File: src/rtl/upower_multicycle_ctrl.sv
// upower_multicycle_ctrl
//   Multi-cycle sequencer for the uPOWER datapath. Steps each instruction
//   through FETCH -> DECODE -> EXEC -> (MEM) -> (WB) and drives the
//   per-state datapath enables. A single memory port is shared between
//   instruction fetch (iord=0) and load/store (iord=1).
//
// Ports
//   clk, rst            rising-edge clock, synchronous active-high reset
//   run                 allow a new fetch to start; 0 parks the FSM in FETCH
//   instr_in[31:0]      instruction word presented by memory during fetch
//   mem_ack             memory access completes this cycle
//   zero_flag           ALU zero; consumed by the datapath branch logic
//   mem_req/mem_we/iord memory request, write strobe, address select
//   ir_write/pc_write   latch IR and PC+4 on the fetch handshake
//   pc_write_cond,beq,bne  conditional branch update and its sense
//   reg_write..reg2     register file / ALU operand controls
//   alu_op[3:0]         0010 add, 0000 and, 0001 or, 0110 sub
//   state[2:0]          current FSM state
//   illegal             sticky trap flag (illegal opcode or memory timeout)
//   retired[CNT_W-1:0]  retired-instruction count, wraps
module upower_multicycle_ctrl #(
  parameter int CNT_W   = 32,
  parameter int TIMEOUT = 15,
  parameter int TO_W    = 4
) (
  input  logic             clk,
  input  logic             rst,
  input  logic             run,
  input  logic [31:0]      instr_in,
  input  logic             mem_ack,
  input  logic             zero_flag,
  output logic             mem_req,
  output logic             mem_we,
  output logic             iord,
  output logic             ir_write,
  output logic             pc_write,
  output logic             pc_write_cond,
  output logic             beq,
  output logic             bne,
  output logic             reg_write,
  output logic             mem_to_reg,
  output logic             alu_src,
  output logic             reg_dst,
  output logic             reg1,
  output logic             reg2,
  output logic [3:0]       alu_op,
  output logic [2:0]       state,
  output logic             illegal,
  output logic [CNT_W-1:0] retired
);

  typedef enum logic [2:0] {
    S_FETCH  = 3'd0,
    S_DECODE = 3'd1,
    S_EXEC   = 3'd2,
    S_MEM    = 3'd3,
    S_WB     = 3'd4,
    S_TRAP   = 3'd7
  } state_e;

  typedef enum logic [3:0] {
    OP_ILL, OP_LD, OP_STD, OP_ADDI, OP_ANDI, OP_ORI,
    OP_ADD, OP_AND, OP_BEQ, OP_BNE
  } op_e;

  localparam logic [TO_W-1:0] TO_LIM = TO_W'(TIMEOUT);

  state_e           state_q, state_d;
  logic [5:0]       opc_q, opc_d;
  logic [9:0]       xo_q, xo_d;
  logic [TO_W-1:0]  to_q, to_d, to_inc;
  logic [CNT_W-1:0] ret_q, ret_d;
  logic             ill_q, ill_d;
  logic             retire;
  logic             to_expire;
  op_e              op;

  // The branch compare and the unused instruction fields are resolved in
  // the datapath; the sequencer only needs opcode and XO.
  logic unused_in;
  assign unused_in = ^{zero_flag, instr_in[25:11], instr_in[0]};

  assign to_inc    = to_q + TO_W'(1);
  assign to_expire = (to_inc == TO_LIM);

  // Instruction class from the latched opcode/XO. Decoded continuously so
  // EXEC/MEM/WB can all derive their controls from the same source.
  always_comb begin
    op = OP_ILL;
    case (opc_q)
      6'd58: op = OP_LD;
      6'd62: op = OP_STD;
      6'd14: op = OP_ADDI;
      6'd28: op = OP_ANDI;
      6'd24: op = OP_ORI;
      6'd16: op = OP_BEQ;
      6'd20: op = OP_BNE;
      6'd31: begin
        if (xo_q == 10'd266)     op = OP_ADD;
        else if (xo_q == 10'd28) op = OP_AND;
        else                     op = OP_ILL;
      end
      default: op = OP_ILL;
    endcase
  end

  // ALU/operand controls are set in EXEC and held through MEM and WB so the
  // datapath sees a stable result while memory and write-back complete.
  always_comb begin
    alu_op  = 4'b0000;
    alu_src = 1'b0;
    reg_dst = 1'b0;
    reg1    = 1'b0;
    reg2    = 1'b0;
    if (state_q == S_EXEC || state_q == S_MEM || state_q == S_WB) begin
      case (op)
        OP_LD, OP_STD, OP_ADDI: begin
          alu_op  = 4'b0010;
          alu_src = 1'b1;
        end
        OP_ANDI: begin
          alu_op  = 4'b0000;
          alu_src = 1'b1;
          reg_dst = 1'b1;
        end
        OP_ORI: begin
          alu_op  = 4'b0001;
          alu_src = 1'b1;
          reg_dst = 1'b1;
        end
        OP_ADD: begin
          alu_op = 4'b0010;
          reg2   = 1'b1;
        end
        OP_AND: begin
          alu_op = 4'b0000;
          reg2   = 1'b1;
        end
        OP_BEQ, OP_BNE: alu_op = 4'b0110;
        default: ;
      endcase
    end
  end

  // Next state and strobes.
  always_comb begin
    state_d       = state_q;
    opc_d         = opc_q;
    xo_d          = xo_q;
    to_d          = to_q;
    ill_d         = ill_q;
    retire        = 1'b0;
    mem_req       = 1'b0;
    mem_we        = 1'b0;
    iord          = 1'b0;
    ir_write      = 1'b0;
    pc_write      = 1'b0;
    pc_write_cond = 1'b0;
    beq           = 1'b0;
    bne           = 1'b0;
    reg_write     = 1'b0;
    mem_to_reg    = 1'b0;

    case (state_q)
      S_FETCH: begin
        // run only gates the start of a fetch; acks while parked are ignored
        if (run) begin
          mem_req = 1'b1;
          if (mem_ack) begin
            ir_write = 1'b1;
            pc_write = 1'b1;
            opc_d    = instr_in[31:26];
            xo_d     = instr_in[10:1];
            to_d     = '0;
            state_d  = S_DECODE;
          end else if (to_expire) begin
            ill_d   = 1'b1;
            state_d = S_TRAP;
          end else begin
            to_d = to_inc;
          end
        end
      end

      S_DECODE: begin
        if (op == OP_ILL) begin
          ill_d   = 1'b1;
          state_d = S_TRAP;
        end else begin
          state_d = S_EXEC;
        end
      end

      S_EXEC: begin
        case (op)
          OP_LD, OP_STD: begin
            to_d    = '0;
            state_d = S_MEM;
          end
          OP_BEQ, OP_BNE: begin
            pc_write_cond = 1'b1;
            beq           = (op == OP_BEQ);
            bne           = (op == OP_BNE);
            retire        = 1'b1;
            to_d          = '0;
            state_d       = S_FETCH;
          end
          default: state_d = S_WB;
        endcase
      end

      S_MEM: begin
        mem_req = 1'b1;
        iord    = 1'b1;
        mem_we  = (op == OP_STD);
        if (mem_ack) begin
          to_d = '0;
          if (op == OP_STD) begin
            retire  = 1'b1;
            state_d = S_FETCH;
          end else begin
            state_d = S_WB;
          end
        end else if (to_expire) begin
          ill_d   = 1'b1;
          state_d = S_TRAP;
        end else begin
          to_d = to_inc;
        end
      end

      S_WB: begin
        reg_write  = 1'b1;
        mem_to_reg = (op == OP_LD);
        retire     = 1'b1;
        to_d       = '0;
        state_d    = S_FETCH;
      end

      S_TRAP: ;  // only rst leaves TRAP

      default: state_d = S_FETCH;
    endcase
  end

  assign ret_d = retire ? ret_q + CNT_W'(1) : ret_q;

  always_ff @(posedge clk) begin
    if (rst) begin
      state_q <= S_FETCH;
      opc_q   <= '0;
      xo_q    <= '0;
      to_q    <= '0;
      ret_q   <= '0;
      ill_q   <= 1'b0;
    end else begin
      state_q <= state_d;
      opc_q   <= opc_d;
      xo_q    <= xo_d;
      to_q    <= to_d;
      ret_q   <= ret_d;
      ill_q   <= ill_d;
    end
  end

  assign state   = state_q;
  assign illegal = ill_q;
  assign retired = ret_q;

endmodule

File: config.mk
export PLATFORM = sky130hd
export DESIGN_NAME = upower_multicycle_ctrl
export DESIGN_NICKNAME = d
export VERILOG_FILES = /design/src/rtl/upower_multicycle_ctrl.sv
export SDC_FILE = /design/constraint.sdc
export NUM_CORES = 1
export LEC_CHECK = 0
export CAP_MARGIN = 20
export CELL_PAD_IN_SITES_DETAIL_PLACEMENT = 1
export CELL_PAD_IN_SITES_GLOBAL_PLACEMENT = 1
export CORE_ASPECT_RATIO = 1.2
export CORE_MARGIN = 3
export CORE_UTILIZATION = 37
export CTS_CLUSTER_DIAMETER = 80
export DETAILED_ROUTE_END_ITERATION = 8
export PLACE_DENSITY_LB_ADDON = 0.1
export SYNTH_ARGS = -nofsm -noshare
export SYNTH_HDL_FRONTEND = slang
export SYNTH_SLANG_ARGS = --single-unit
File: constraint.sdc
create_clock -name clk -period 6.95 [get_ports clk]
set_clock_uncertainty 0.15 [all_clocks]
set_input_delay 1.0425 -clock clk [delete_from_list [all_inputs] [get_ports clk]]
set_output_delay 1.0425 -clock clk [all_outputs]
set_load 0.01 [all_outputs]
==> results of run 1 <==
## area by class of cell
class	instances	share of cell area
Multi-Input combinational cell	310	0.474
Inverter	17	0.0157
Tap cell	114	0.0351
Sequential cell	56	0.276
Clock inverter	3	0.00678
Clock buffer	5	0.0169
Timing Repair Buffer	72	0.176
## state kept, by name, summed over array words and instances, names as in the netlist
signal,count
opc_q,6
state,3
xo_q,10
retired,32
to_q,4
illegal,1
## critical path, delay by kind of cell
kind                   cells  cell delay [ns]
AND/OR/NAND/NOR            1             0.63
buffers and inverters      3             1.76
## power breakdown
part / switching [µW] / internal [µW] / total (µW)
logic: 74.7 / 57.3 / 132
clock network: 118 / 74.4 / 192
registers: 24.6 / 334 / 359
## cell families after synthesis
logic type                 count (synthesis)  share of synthesized area
and+or+nand+nor                          186                      0.281
other                                      1                    0.00116
xor gates and xnor gates                  32                     0.0866
adders and majority gates                  3                     0.0116
AOI/OAI and AO/OA                         87                      0.214
DFF                                       56                      0.346
buffers and inverters                     42                     0.0595
## through the flow
stage	util	setup slack [ns]
after floorplan	-	3.77
after global placement	0.476	2.22
after global routing	0.488	2.08
after detailed placement	0.476	2.23
after CTS	0.488	2.24
final	0.488	2.31
## how the worst min path moves through the flow
stage	endpoint	slack, ns	start	depth (start not counted)
global route	xo_q[6]	0.34	xo_q[6]	2
global placement	illegal	0.29	illegal	2
CTS	xo_q[7]	0.33	xo_q[7]	2
finish	illegal	0.32	illegal	2
floorplan	xo_q[3]	0.28	xo_q[3]	2
detailed placement	illegal	0.30	illegal	2
## cells in the mapped netlist, drive strengths merged (6+ instances only)
library cell,n,area [µm²]
dfxtp,56,1120
nand2b,6,37.5
nor2,50,188
nand3,15,75.1
a21oi,34,170
a211oi,10,75.1
nor3,9,56.3
clkbuf,13,50.0
nand2,65,246
and2,8,50.1
o21ai,11,70.1
buf,12,78.8
inv,16,60.1
a2111oi,13,223
xnor2,32,280
## routing by layer
layer / track usage / share of wire
met1: 0.223 / 0.45
met2: 0.345 / 0.51
met3: 0.0306 / 0.031
met4: 0.0506 / 0.011
met5: 0 / 0
==> flow_summary.yaml, run 1 <==
setup_path:
  crit_slowest_cell: "nand4_1"
  arrival_ns: 3.45
  required_ns: 5.76
  startpoint: "mem_ack"
  ff2ff_path_depth: 8
  critPathCapture: "pc_write"
  worst_setup_path_end_kind: "primary output"
  r2r_end: "retired[23]"
  r2r-start: "state[0]"
  crit_top_cell: "clkdlybuf4s50_1"
  start_kind: "input port"
  crit_chain: "clkdlybuf4s50_1 > nand4_1 > clkinv_1 > clkdlybuf4s50_1"
  max_stage_delay_ns: 0.63
  r2r_slack_ns: 3.85
  critPathMaxFanout: 18
  critPathKind: "input port to primary output"
routing:
  firstDrtPassIters: 4
  drc: 0
  vias: 3082
  drtIter0Drc: 117
  drtAntennaViolNets: 0
  avgRoutedWirePerCell_um: 15.5
  viasPerCell: 5.34
  drt-total-wl_um: 8950
yosys:
  avgSynthCellArea_um2: 7.95
  netlist_area_mm2: 0.00324
  synth_edf_count: 0
  async_flop_share: 0
  yosysSeqAreaShare: 0.346
  synthFlopType: "dfxtp_1"
  yosys.cell_types.count: 58
  synth_cells: 407
  ys_warn_count: 0
  ys_seq_elements: 56
power:
  total_power_uw: 683
  ir_drop_v: 0.0000732
  power_leakage_uw: 0.00123
  cellPowerDensity_mw_per_mm2: 168
clock_network:
  cts_setup_buffers: 0
  clk_pin_slew_worst_paths_ns: 0.10
  clk_path_buf_depth: 2
  numCtsBuffers: 5
  htree_levels: 2
  cts_resized: 0
  cts.sinks: 56
  clock_latency_ns: 0.32
  hold_buffers: 0
  cts-root-buf: "clkbuf_8"
  cts_tree: "done"
sta:
  min_period_over_period: 0.668
  finalHoldViolCount: 0
  fin_crit_ns: 4.64
  hold_slack_ns: 0.319
  slew_headroom: 0.323
  worstMarginPinSlew_ns: 1.02
  setup_viol: 0
  drv_slew: 0
  rsz0062_at_grt: "false"
  tns_ns: 0
  fmax_mhz: 215
floorplan:
  initial_core_util: 0.388
  rows: 36
  num_io_pins: 91
  die_y_um: 108
  design.core.area_mm2: 0.00833
  fp.dieW_um: 91.4
  die_area_mm2: 0.00991
grt:
  grt_pass1_wl_um: 15400
  first_global_vias: 3167
  antenna_found_initial: 0
  grt_max_degree: 55
  grt_usage: 0.186
  grt_overflow: 0
layout:
  area_growth_pct: 25.6
  diodes: 0
  layout.nets: 502
  seq_area_mm2: 0.00112
  drive_gt1_frac: 0.0626
  final_common_cell: "clkdlybuf4s50_1"
  final_area_mm2: 0.00406
  stdcell_count: 577
  most-common-layout-cells: "clkdlybuf4s50_1, nand2_1, dfxtp_1, nor2_1, a21oi_1"
  fill_cells: 1009
  multiInputGateArea_mm2: 0.00193
status:
  status: "completed"
placement:
  numPortBuffers: 71
  place.detailed.hpwl_um: 6550
  dp_cells: 569
  finalWeightedCongestion: 0.806
  placed_area_mm2: 0.00397
flow_run:
  maxCapViolations: 0
worst_hold_path:
  hold_class: "flop to flop"
No activity file was read; power rests on OpenSTA's default activity.
==> run 2: changes to the inputs <==
- CORE_UTILIZATION: 37 -> 31
- clock period: 6.95 -> 4.1 ns (I/O delays scaled with it)
==> run 2 against run 1 <==
  * Cell area up 3.1%
  * Critical path depth rose by 2
  * Sequential power increased by 67%
  * Power up 96%
==> flow_summary.yaml, run 2 (synthesized netlist as in run 1, its figures left out) <==
setup_path:
  start_kind: "flop"
  crit_top_cell: "nor2_1"
  crit_slowest_cell: "dfxtp_1"
  r2r_slack_ns: 1.41
  crit_family: "simple AND/OR/NAND/NOR gates"
  critPathMaxFanout: 11
  path_buf_inv: 1
  worst_setup_path_end_kind: "primary output"
  critPathKind: "flop to primary output"
  required_ns: 3.34
  crit_chain: "nor4bb_1 > nand4bb_1 > nor2_1 > a21oi_1 > nor2_1 > clkdlybuf4s50_1"
  arrival_ns: 2.52
  max_stage_delay_ns: 0.55
routing:
  drtAntennaViolNets: 0
  firstDrtPassIters: 4
  avgRoutedWirePerCell_um: 15.5
  drtIter0Drc: 87
  viasPerCell: 5.12
  vias: 3043
  drc: 0
  drt-total-wl_um: 9210
layout:
  diodes: 0
  drive_gt1_frac: 0.0726
  most-common-layout-cells: "clkdlybuf4s50_1, nand2_1, dfxtp_1, nor2_1, a21oi_1"
  layout.nets: 507
  final_area_mm2: 0.00419
  fill_cells: 1233
  largest_register_ffs: 32
  area_growth_pct: 29.5
  final_common_cell: "clkdlybuf4s50_1"
clock_network:
  hold_buffers: 0
  cts.sinks: 56
  cts-root-buf: "clkbuf_16"
  htree_levels: 2
  cts_tree: "done"
  clk_path_buf_depth: 2
  cts_resized: 0
  cts_setup_buffers: 0
  clk_pin_slew_worst_paths_ns: 0.08
  numCtsBuffers: 5
  clock_latency_ns: 0.29
status:
  status: "completed"
power:
  ir_drop_v: 0.000149
  cellPowerDensity_mw_per_mm2: 319
  power_leakage_uw: 0.00129
sta:
  rsz0062_at_grt: "false"
  fin_crit_ns: 3.28
  finalHoldViolCount: 0
  tns_ns: 0
  drv_slew: 0
  worstMarginPinSlew_ns: 0.844
  slew_headroom: 0.436
  min_period_over_period: 0.801
  fmax_mhz: 305
  setup_viol: 0
floorplan:
  design.core.area_mm2: 0.0101
  num_io_pins: 91
  fp.dieW_um: 99.3
  die_area_mm2: 0.0117
  rows: 40
  initial_core_util: 0.320
  die_y_um: 118
grt:
  antenna_found_initial: 0
  first_global_vias: 3114
  grt_usage: 0.160
  grt_overflow: 0
  grt_pass1_wl_um: 15500
  grt_max_degree: 55
placement:
  finalWeightedCongestion: 0.774
  placed_area_mm2: 0.00402
  place.detailed.hpwl_um: 6710
  numPortBuffers: 71
flow_run:
  maxCapViolations: 0
worst_hold_path:
  hold_class: "flop to flop"
-- run 2: cell count changes in the layout (fill, tap and decap cells not counted), sizes merged --
cell / previous run / this run
bufinv: 0 / 1
buf: 2 / 7
clkinv: 2 / 1
-- run 2: layout make-up --
cell class	instances	area, µm²	share of cell area
timing repair buffer	77	751	0.179
sequential	56	1120	0.268
clock buffer	5	125	0.0299
clock inverter	3	46.3	0.0110
tap	126	158	0.0376
multi-input combinational	310	1930	0.460
inverter	17	63.8	0.0152
-- run 2: path summary, 6_finish.rpt --
check,startpoint,endpoint,cells after the start
min reg2reg,xo_q[7],xo_q[7],2
min,xo_q[7],xo_q[7],2
max reg2reg,opc_q[4],retired[23],6
max,opc_q[1],alu_op[1],6
-- run 2: per-layer routing --
metal	wire length [µm]	share of wire	track usage
met5	0	0	0
met4	87	0.0094	0.0384
met3	261	0.028	0.0261
met2	4720	0.51	0.286
met1	4150	0.45	0.196
-- run 2: through the flow --
| step | hold WS [ns] | util | total power, µW | instances | worst slack, ns |
|---|---|---|---|---|---|
| global route | 0.345 | 0.414 | 1410 | 594 | 0.575 |
| floorplan | 0.282 | - | 762 | 408 | 1.63 |
| CTS | 0.318 | 0.414 | 1360 | 594 | 0.751 |
| detailed placement | 0.307 | 0.398 | 858 | 586 | 0.904 |
| finish | 0.314 | 0.414 | 1340 | 594 | 0.816 |
| global placement | 0.295 | 0.398 | 853 | 586 | 0.911 |
-- run 2: worst min-delay path: stages (launching register included) --
cell and delay [ns]:
dfxtp_1 0.31, nand2_1 0.05, a21oi_1 0.05
-- run 2: report_power, final --
group / total (µW) / internal [µW] / switching, µW
clock network: 496 / 291 / 205
registers: 599 / 566 / 33.0
logic: 242 / 104 / 138
